**src/rtl/imem_loader_pkg.sv**
```systemverilog
// Shared types for the instruction-memory loader.
// Holds the loader state enum, word size and the length field type.
package imem_loader_pkg;

  localparam int WORD_BYTES = 4;

  typedef logic [15:0] len_t;

  typedef enum logic [2:0] {
    S_LEN0,
    S_LEN1,
    S_DATA,
    S_CSUM,
    S_DONE,
    S_ERR
  } state_t;

endpackage

```
**src/rtl/imem_loader_byte_word_assembler.sv**
```systemverilog
// Packs a byte stream into little-endian 32-bit words.
// Ports: byte_vld/byte_in strobe in, clear restarts; word/word_valid on 4th byte.
module byte_word_assembler
  import imem_loader_pkg::*;
(
  input  logic        clk,
  input  logic        rst_n,
  input  logic        clear,
  input  logic        byte_vld,
  input  logic [7:0]  byte_in,
  output logic [31:0] word,
  output logic        word_valid
);

  localparam logic [1:0] IDX_LAST = 2'(WORD_BYTES - 1);

  logic [1:0]  idx_q, idx_d;
  logic [23:0] part_q, part_d;

  // The last lane comes straight from the input so the word is
  // available in the same cycle as the 4th byte.
  always_comb begin
    idx_d      = idx_q;
    part_d     = part_q;
    word       = {byte_in, part_q};
    word_valid = 1'b0;
    if (clear) begin
      idx_d  = '0;
      part_d = '0;
    end else if (byte_vld) begin
      idx_d = idx_q + 2'd1;
      unique case (idx_q)
        2'd0: part_d[7:0]   = byte_in;
        2'd1: part_d[15:8]  = byte_in;
        2'd2: part_d[23:16] = byte_in;
        default: begin
          word_valid = (idx_q == IDX_LAST);
          part_d     = '0;
        end
      endcase
    end
  end

  always_ff @(posedge clk or negedge rst_n) begin
    if (!rst_n) begin
      idx_q  <= '0;
      part_q <= '0;
    end else begin
      idx_q  <= idx_d;
      part_q <= part_d;
    end
  end

endmodule

```
**src/rtl/imem_loader.sv**
```systemverilog
// Loads a length/data/checksum byte frame into instruction memory.
// Ports: byte stream in (valid/ready), imem write port out, core reset/status out.
module imem_loader
  import imem_loader_pkg::*;
#(
  parameter int DEPTH_WORDS = 64,
  parameter int ADDR_W      = 32
) (
  input  logic              clk,
  input  logic              rst_n,
  input  logic              load_start,
  input  logic              in_valid,
  input  logic [7:0]        in_data,
  output logic              in_ready,
  output logic              imem_we,
  output logic [ADDR_W-1:0] imem_addr,
  output logic [31:0]       imem_wdata,
  output logic              cpu_rst_n,
  output logic              done,
  output logic              error
);

  localparam len_t DEPTH_LEN = len_t'(DEPTH_WORDS);

  state_t            state_q, state_d;
  len_t              len_q, len_d;
  len_t              cnt_q, cnt_d;
  len_t              len_in;
  logic [7:0]        csum_q, csum_d;
  logic              we_q, we_d;
  logic [ADDR_W-1:0] addr_q, addr_d;
  logic [31:0]       wdata_q, wdata_d;
  logic              rdy_st;
  logic              accept;
  logic              asm_vld;
  logic              word_vld;
  logic [31:0]       asm_word;

  byte_word_assembler u_asm (
    .clk        (clk),
    .rst_n      (rst_n),
    .clear      (load_start),
    .byte_vld   (asm_vld),
    .byte_in    (in_data),
    .word       (asm_word),
    .word_valid (word_vld)
  );

  // load_start has priority: a byte offered alongside it is not taken.
  assign rdy_st = (state_q == S_LEN0) || (state_q == S_LEN1) ||
                  (state_q == S_DATA) || (state_q == S_CSUM);
  assign in_ready = rdy_st && !load_start;
  assign accept   = in_valid && in_ready;
  assign asm_vld  = accept && (state_q == S_DATA);
  assign len_in   = {in_data, len_q[7:0]};

  always_comb begin
    state_d = state_q;
    len_d   = len_q;
    cnt_d   = cnt_q;
    csum_d  = csum_q;
    we_d    = 1'b0;
    addr_d  = addr_q;
    wdata_d = wdata_q;
    if (load_start) begin
      state_d = S_LEN0;
      len_d   = '0;
      cnt_d   = '0;
      csum_d  = '0;
      addr_d  = '0;
      wdata_d = '0;
    end else if (accept) begin
      unique case (state_q)
        S_LEN0: begin
          len_d   = {8'h00, in_data};
          state_d = S_LEN1;
        end
        S_LEN1: begin
          len_d = len_in;
          if (len_in > DEPTH_LEN) state_d = S_ERR;
          else if (len_in == '0)  state_d = S_CSUM;
          else                    state_d = S_DATA;
        end
        S_DATA: begin
          csum_d = csum_q ^ in_data;
          if (word_vld) begin
            we_d    = 1'b1;
            addr_d  = ADDR_W'({cnt_q, 2'b00});
            wdata_d = asm_word;
            cnt_d   = cnt_q + 16'd1;
            if (cnt_d == len_q) state_d = S_CSUM;
          end
        end
        S_CSUM: begin
          state_d = (in_data == csum_q) ? S_DONE : S_ERR;
        end
        default: ;
      endcase
    end
  end

  always_ff @(posedge clk or negedge rst_n) begin
    if (!rst_n) begin
      state_q <= S_LEN0;
      len_q   <= '0;
      cnt_q   <= '0;
      csum_q  <= '0;
      we_q    <= 1'b0;
      addr_q  <= '0;
      wdata_q <= '0;
    end else begin
      state_q <= state_d;
      len_q   <= len_d;
      cnt_q   <= cnt_d;
      csum_q  <= csum_d;
      we_q    <= we_d;
      addr_q  <= addr_d;
      wdata_q <= wdata_d;
    end
  end

  assign imem_we    = we_q;
  assign imem_addr  = addr_q;
  assign imem_wdata = wdata_q;
  assign done       = (state_q == S_DONE);
  assign error      = (state_q == S_ERR);
  assign cpu_rst_n  = (state_q == S_DONE);

endmodule

```
**config.mk**
```make
export PLATFORM = sky130hd
export DESIGN_NAME = imem_loader
export DESIGN_NICKNAME = d
export VERILOG_FILES = /design/src/rtl/imem_loader_pkg.sv /design/src/rtl/imem_loader_byte_word_assembler.sv /design/src/rtl/imem_loader.sv
export SDC_FILE = /design/constraint.sdc
export NUM_CORES = 1
export LEC_CHECK = 0
export CELL_PAD_IN_SITES_DETAIL_PLACEMENT = 1
export CELL_PAD_IN_SITES_GLOBAL_PLACEMENT = 2
export CORE_ASPECT_RATIO = 0.7
export CORE_UTILIZATION = 30
export DETAILED_ROUTE_END_ITERATION = 10
export GPL_ROUTABILITY_DRIVEN = 0
export MAX_ROUTING_LAYER = met4
export PLACE_DENSITY = 0.71
export REMOVE_ABC_BUFFERS = 1
export SYNTH_ARGS = -nofsm -noshare
export SYNTH_HDL_FRONTEND = slang
export SYNTH_SLANG_ARGS = --single-unit
export TNS_END_PERCENT = 1
```
**constraint.sdc**
```tcl
create_clock -name clk -period 3.1 [get_ports clk]
set_input_delay 0.62 -clock clk [delete_from_list [all_inputs] [get_ports clk]]
set_output_delay 0.62 -clock clk [all_outputs]
set_load 0.03 [all_outputs]
```
---- Word-level counts from Yosys, hierarchy flattened ----
Index checks and enable logic that the tools add are counted.
word-level totals
  flip-flop bits (word level) ............. 134
  input port bits ......................... 12
  output and inout port bits .............. 69
  word-level logic and storage cells ...... 101
cells by class
  add/subtract/negate cells ............... 2
  $lt $le $gt $ge ......................... 1
  equality and inequality tests ........... 16
  muxes and demuxes ....................... 40
  bitwise gates (word level) .............. 1
  reductions and logical operators ........ 29
operator list
  cell                                                                     number
  32-bit 2-to-1 mux                                                        8
  16-bit 2-to-1 mux                                                        6
  24-bit 2-to-1 mux                                                        2
  8-bit one-hot mux with 2 select lines                                    3
  16-bit one-hot mux with 2 select lines                                   1
  8-bit 2-to-1 mux                                                         3
  16-bit by 1-bit adder with 16-bit output, second input constant          1
  16-bit == test                                                           1
  16-bit by 7-bit > comparator with 1-bit output, second input constant    1
  16-bit zero test                                                         1
  3-bit 2-to-1 mux                                                         5
  3-bit one-hot mux with 4 select lines                                    1
  2-bit AND reduction                                                      5
  2-bit nonzero test                                                       5
  1-bit 2-to-1 mux                                                         9
  8-bit == test                                                            1
  8-bit XOR                                                                1
  3-bit by 2-bit == test with 1-bit output, second input constant          2
  3-bit == test, second input constant                                     2
  2-bit by 1-bit inequality test with 1-bit output, second input constant  3
  3-bit by 2-bit inequality test with 1-bit output, second input constant  2
  3-bit AND reduction                                                      2
  2-bit OR reduction                                                       3
  5-bit nonzero test                                                       1
  other kinds (14)                                                         20

---- Logic depth before layout (Yosys ltp) ----
  word-level depth ........................ 13
  mapped depth ............................ 9

---- Modules after synthesis ----
Synthesis repeated with hierarchy kept, for this count alone.
second synthesis, totals
  cell total of the unflattened synthesis .. 641
  area total of the unflattened synthesis .. 5913.2 µm²
modules (own cells, without submodules)
  module               instances  cells an instance  area each (µm²)  sequential area each (µm²)
  imem_loader          1          507                4673.2           2302.2
  byte_word_assembler  1          134                1239.9           650.6

---- Least setup slack after synthesis ----
OpenSTA, ideal clock, no wires.
  kind .................................... register to output
  start ................................... reg state_q[0]
  end ..................................... out done
  data arrival time ....................... 1.654 ns
  required time ........................... 2.480 ns
  slack ................................... 0.826 ns
  cell stages (with the launch flop) ...... 4
  path buffers ............................ 2
  cell sequence ........................... dfrtp_1 > clkbuf_1 > nor3b_1 > buf_4
between the ends
  cells in the longest elaborated chain, start to end .. 1
ends and longest elaborated chain
  item                    RTL line            text
  start, declared         imem_loader.sv:25   state_t state_q, state_d;
  start signal, assigned  imem_loader.sv:112  state_q <= state_d;
  3-bit == test           n/a
  end, declared           imem_loader.sv:19   output logic done,
Every way passes these cells.

---- Worst setup path in the final report ----
  start ................................... reg state_q[0]
  end ..................................... out cpu_rst_n
between the ends
  cells in the longest elaborated chain, start to end .. 1
ends and longest elaborated chain
  item           RTL line            text
  3-bit == test  imem_loader.sv:127  assign cpu_rst_n = (state_q == S_DONE);
  end, declared  imem_loader.sv:18   output logic cpu_rst_n,
Every way passes these cells.

==> impl_metrics.py <==
metrics = {
    "global_routing": {
        "grt_use_met3_pct": 4.19,
        "busiest_layer": "met2",
        "met1_usage_pct": 24.1,
        "grt_util_met2_pct": 27.6,
        "grt_pass1_wl_um": 27300,
        "grt_usage_pct": 18.0,
        "antenna_found_initial": 0,
        "grt_max_degree": 52,
        "grt-ovfl-total": 0,
        "grt_pass1_vias": 4996,
    },
    "routing": {
        "drt-initial-drc-count": 248,
        "antenna_left": 0,
        "routedWlPerCell_um": 16.9,
        "drt-total-wl_um": 16500,
        "drc_errors": 0,
        "vias": 4649,
        "vias_per_cell": 4.78,
        "firstDrtPassIters": 4,
    },
    "yosys": {
        "syn_area_mm2": 0.00589,
        "synthFlopType": "dfrtp_1",
        "synth-edff-count": 0,
        "yosysWarnings": 0,
        "syn_inst": 641,
        "synth_area_leaders": "dfrtp_1 (50%), nand2_1 (9.4%), nand3b_1 (6.5%)",
        "yosys_register_bits": 118,
        "synth-seq-area-share_pct": 50.1,
        "async_reset_ff_share_pct": 100,
        "avgSynthCellArea_um2": 9.19,
        "synthMuxAreaShare_pct": 0.170,
        "yosysUniqueCellTypes": 48,
        "synth_top_cell_area_share_pct": 50.1,
        "synth_compound_area_share_pct": 7.81,
        "synth_xor_area_share_pct": 6.84,
        "synth_adder_area_share_pct": 1.06,
        "synth_simple_gate_area_share_pct": 27.9,
        "synth_top_family_by_area": "simple AND/OR/NAND/NOR gates",
        "synth_top_area_cell": "dfrtp_1",
    },
    "floorplan": {
        "core_mm2": 0.0191,
        "start_util_pct": 30.9,
        "num_io_pins": 81,
        "die_x_um": 170,
        "num_rows": 42,
        "die_h_um": 119,
        "die_area_mm2": 0.0202,
    },
    "worst_setup_path": {
        "crit_required_ns": 2.48,
        "startpoint_type": "register",
        "slowest_stage": "clkdlybuf4s50_1",
        "worstPathMaxFanout": 12,
        "cp-end-kind": "output pin",
        "max_stage_delay_ns": 0.73,
        "cp_cell_sequence": "nor3b_1 -> clkdlybuf4s50_1",
        "crit_buf_inv": 1,
        "worstSetupPathType": "register to output pin",
        "crit_family": "buffers and inverters",
        "cp.arrival_ns": 1.96,
    },
    "clock_tree": {
        "cts.sinks": 118,
        "path_clk_slew_ns": 0.05,
        "postCtsSetupBuffers": 0,
        "cts.repair.resized": 0,
        "tritoncts": "done",
        "postCtsHoldBufs": 0,
        "clock_latency_ns": 0.41,
        "numCtsBuffers": 17,
        "cts-root-buf": "clkbuf_16",
        "clock_path_buffers": 2,
        "htree_levels": 4,
    },
    "finish": {
        "num-nets-final": 713,
        "synthToLayoutAreaGrowth_pct": 25.6,
        "final_cell_count_no_fill": 973,
        "final_cell_area_mm2": 0.00740,
        "drive_gt1_share_pct": 8.74,
        "diodes": 0,
    },
    "flow_run": {
        "drv_cap": 0,
    },
    "power": {
        "p_leak_nw": 3.30,
        "p_per_area_mw_per_mm2": 520,
        "peakVddDrop_mv": 0.310,
        "total_power_w": 0.00385,
    },
    "sta": {
        "slew_headroom_pct": 54.1,
        "tns_ns": 0,
        "final-max-slew-violation-count": 0,
        "setup-violations-final": 0,
        "skew_ns": 0.00797,
        "fin_crit_sh_pct": 83.2,
        "worst_slew_pin_slew_ns": 0.688,
        "grt_setup_unrepaired": "false",
        "clock.fmax_mhz": 388,
        "min_period_ns": 2.58,
        "hold_violations": 0,
        "whs_ns": 0.246,
    },
    "placement": {
        "dp.cells": 941,
        "postPlaceCellArea_mm2": 0.00678,
        "dp.final_hpwl_um": 11500,
        "port_buffers": 64,
    },
    "status": {
        "outcome": "finished clean",
    },
    "worst_hold_path": {
        "hp-class": "input port to asynchronous set/reset pin",
    },
}
power breakdown:
group	switching [W]	total (W)	internal (W)	leakage (nW)
Sequential	0.0000184	0.00157	0.00155	1.64
Clock	0.000732	0.00206	0.00132	0.298
Combinational	0.000149	0.000220	0.0000710	1.35
Total	0.000900	0.00385	0.00295	3.30
Yosys cell counts (all sizes together) (4+ instances only):
library cell and count:
nand4 8, nand2 147, inv 6, nor2 39, o21ai 6, buf 29, nor3 10, clkbuf 37
and3 4, xnor2 24, nor4 9, nor2b 6, or3 5, nand3 27, or4 6, nand2b 4
a21oi 36, dfrtp 118, nor3b 5, nand3b 51, ha 5, a22o 15, xor2 22
registers in the layout, summed over array words and instances, names as in the netlist:
register and count:
imem_wdata 32, u_asm.part_q 24, cnt_q 16, imem_addr 16, len_q 16, csum_q 8, state_q 3, u_asm.idx_q 2
imem_we 1
per-stage QoR:
step           setup slack (ns)  util (%)
2_1_floorplan             -1.43         -
3_3_place_gp              0.425      35.6
3_5_place_dp              0.383      35.6
4_1_cts                   0.489      38.8
5_1_grt                   0.445      38.8
6_report                  0.519      38.8
worst register-to-register path: cells and delay by family (launching register included):
family | cells | cell delay [ns]
simple gates | 3 | 0.97
flops | 1 | 0.54
compound gates | 3 | 0.87
layout make-up:
type / count / area (µm²)
fillers: 2155 / 11700
flip-flops and latches: 118 / 2950
multi-input cells: 466 / 2650
repair buffers: 87 / 831
clock buffers: 20 / 467
well taps: 264 / 330
clock inverters: 12 / 150
inverters: 6 / 22.5
cell usage in the layout (no fill, tap or decap), types with 4 or more instances in the layout:
master / instances
inv_1: 5
nand2b_1: 4
clkinv_2: 4
nor3b_1: 5
buf_4: 22
xor2_1: 22
clkdlybuf4s50_1: 62
ha_1: 5
nor4_1: 8
or3_1: 5
nand3_1: 26
a22o_1: 15
nor2b_1: 6
nor2_1: 39
nor3_1: 10
and3_1: 4
o21ai_0: 6
nand4_1: 7
a21oi_1: 36
clkbuf_16: 17
conb_1: 16
or4_1: 6
xnor2_1: 24
nand3b_1: 51
nand2_1: 147
dfrtp_1: 118
per-layer routing:
| metal | wire [µm] | share of wire, % |
|---|---|---|
| met3 | 423 | 2.6 |
| met2 | 7620 | 46 |
| met1 | 8310 | 51 |
| met5 | 0 | 0 |
| met4 | 95 | 0.58 |
final timing paths:
kind                                              from                     endpoint  slack [ns]  depth (start not counted)
max in group asynchronous                        rst_n  u_asm.part_q[4]$_DFFE_PN0P_        2.07                          2
hold / removal                                   rst_n     imem_addr[5]$_DFFE_PN0P_        0.25                          1
setup reg to reg                  cnt_q[2]$_DFFE_PN0P_       state_q[0]$_DFFE_PN0P_        0.65                          6
hold reg to reg            u_asm.part_q[3]$_DFFE_PN0P_    imem_wdata[3]$_DFFE_PN0P_        0.47                          2
min in group clk           u_asm.part_q[3]$_DFFE_PN0P_    imem_wdata[3]$_DFFE_PN0P_        0.47                          2
setup / recovery                state_q[0]$_DFFE_PN0P_                    cpu_rst_n        0.52                          2
cell families after synthesis:
group / count (synthesis)
and+or+nand+nor: 326
DFF: 118
AOI/OAI and AO/OA: 72
buffers and inverters: 72
xor gates and xnor gates: 46
adders and majority gates: 5
other: 1
muxes: 1
(Power assumes the default switching activity.)
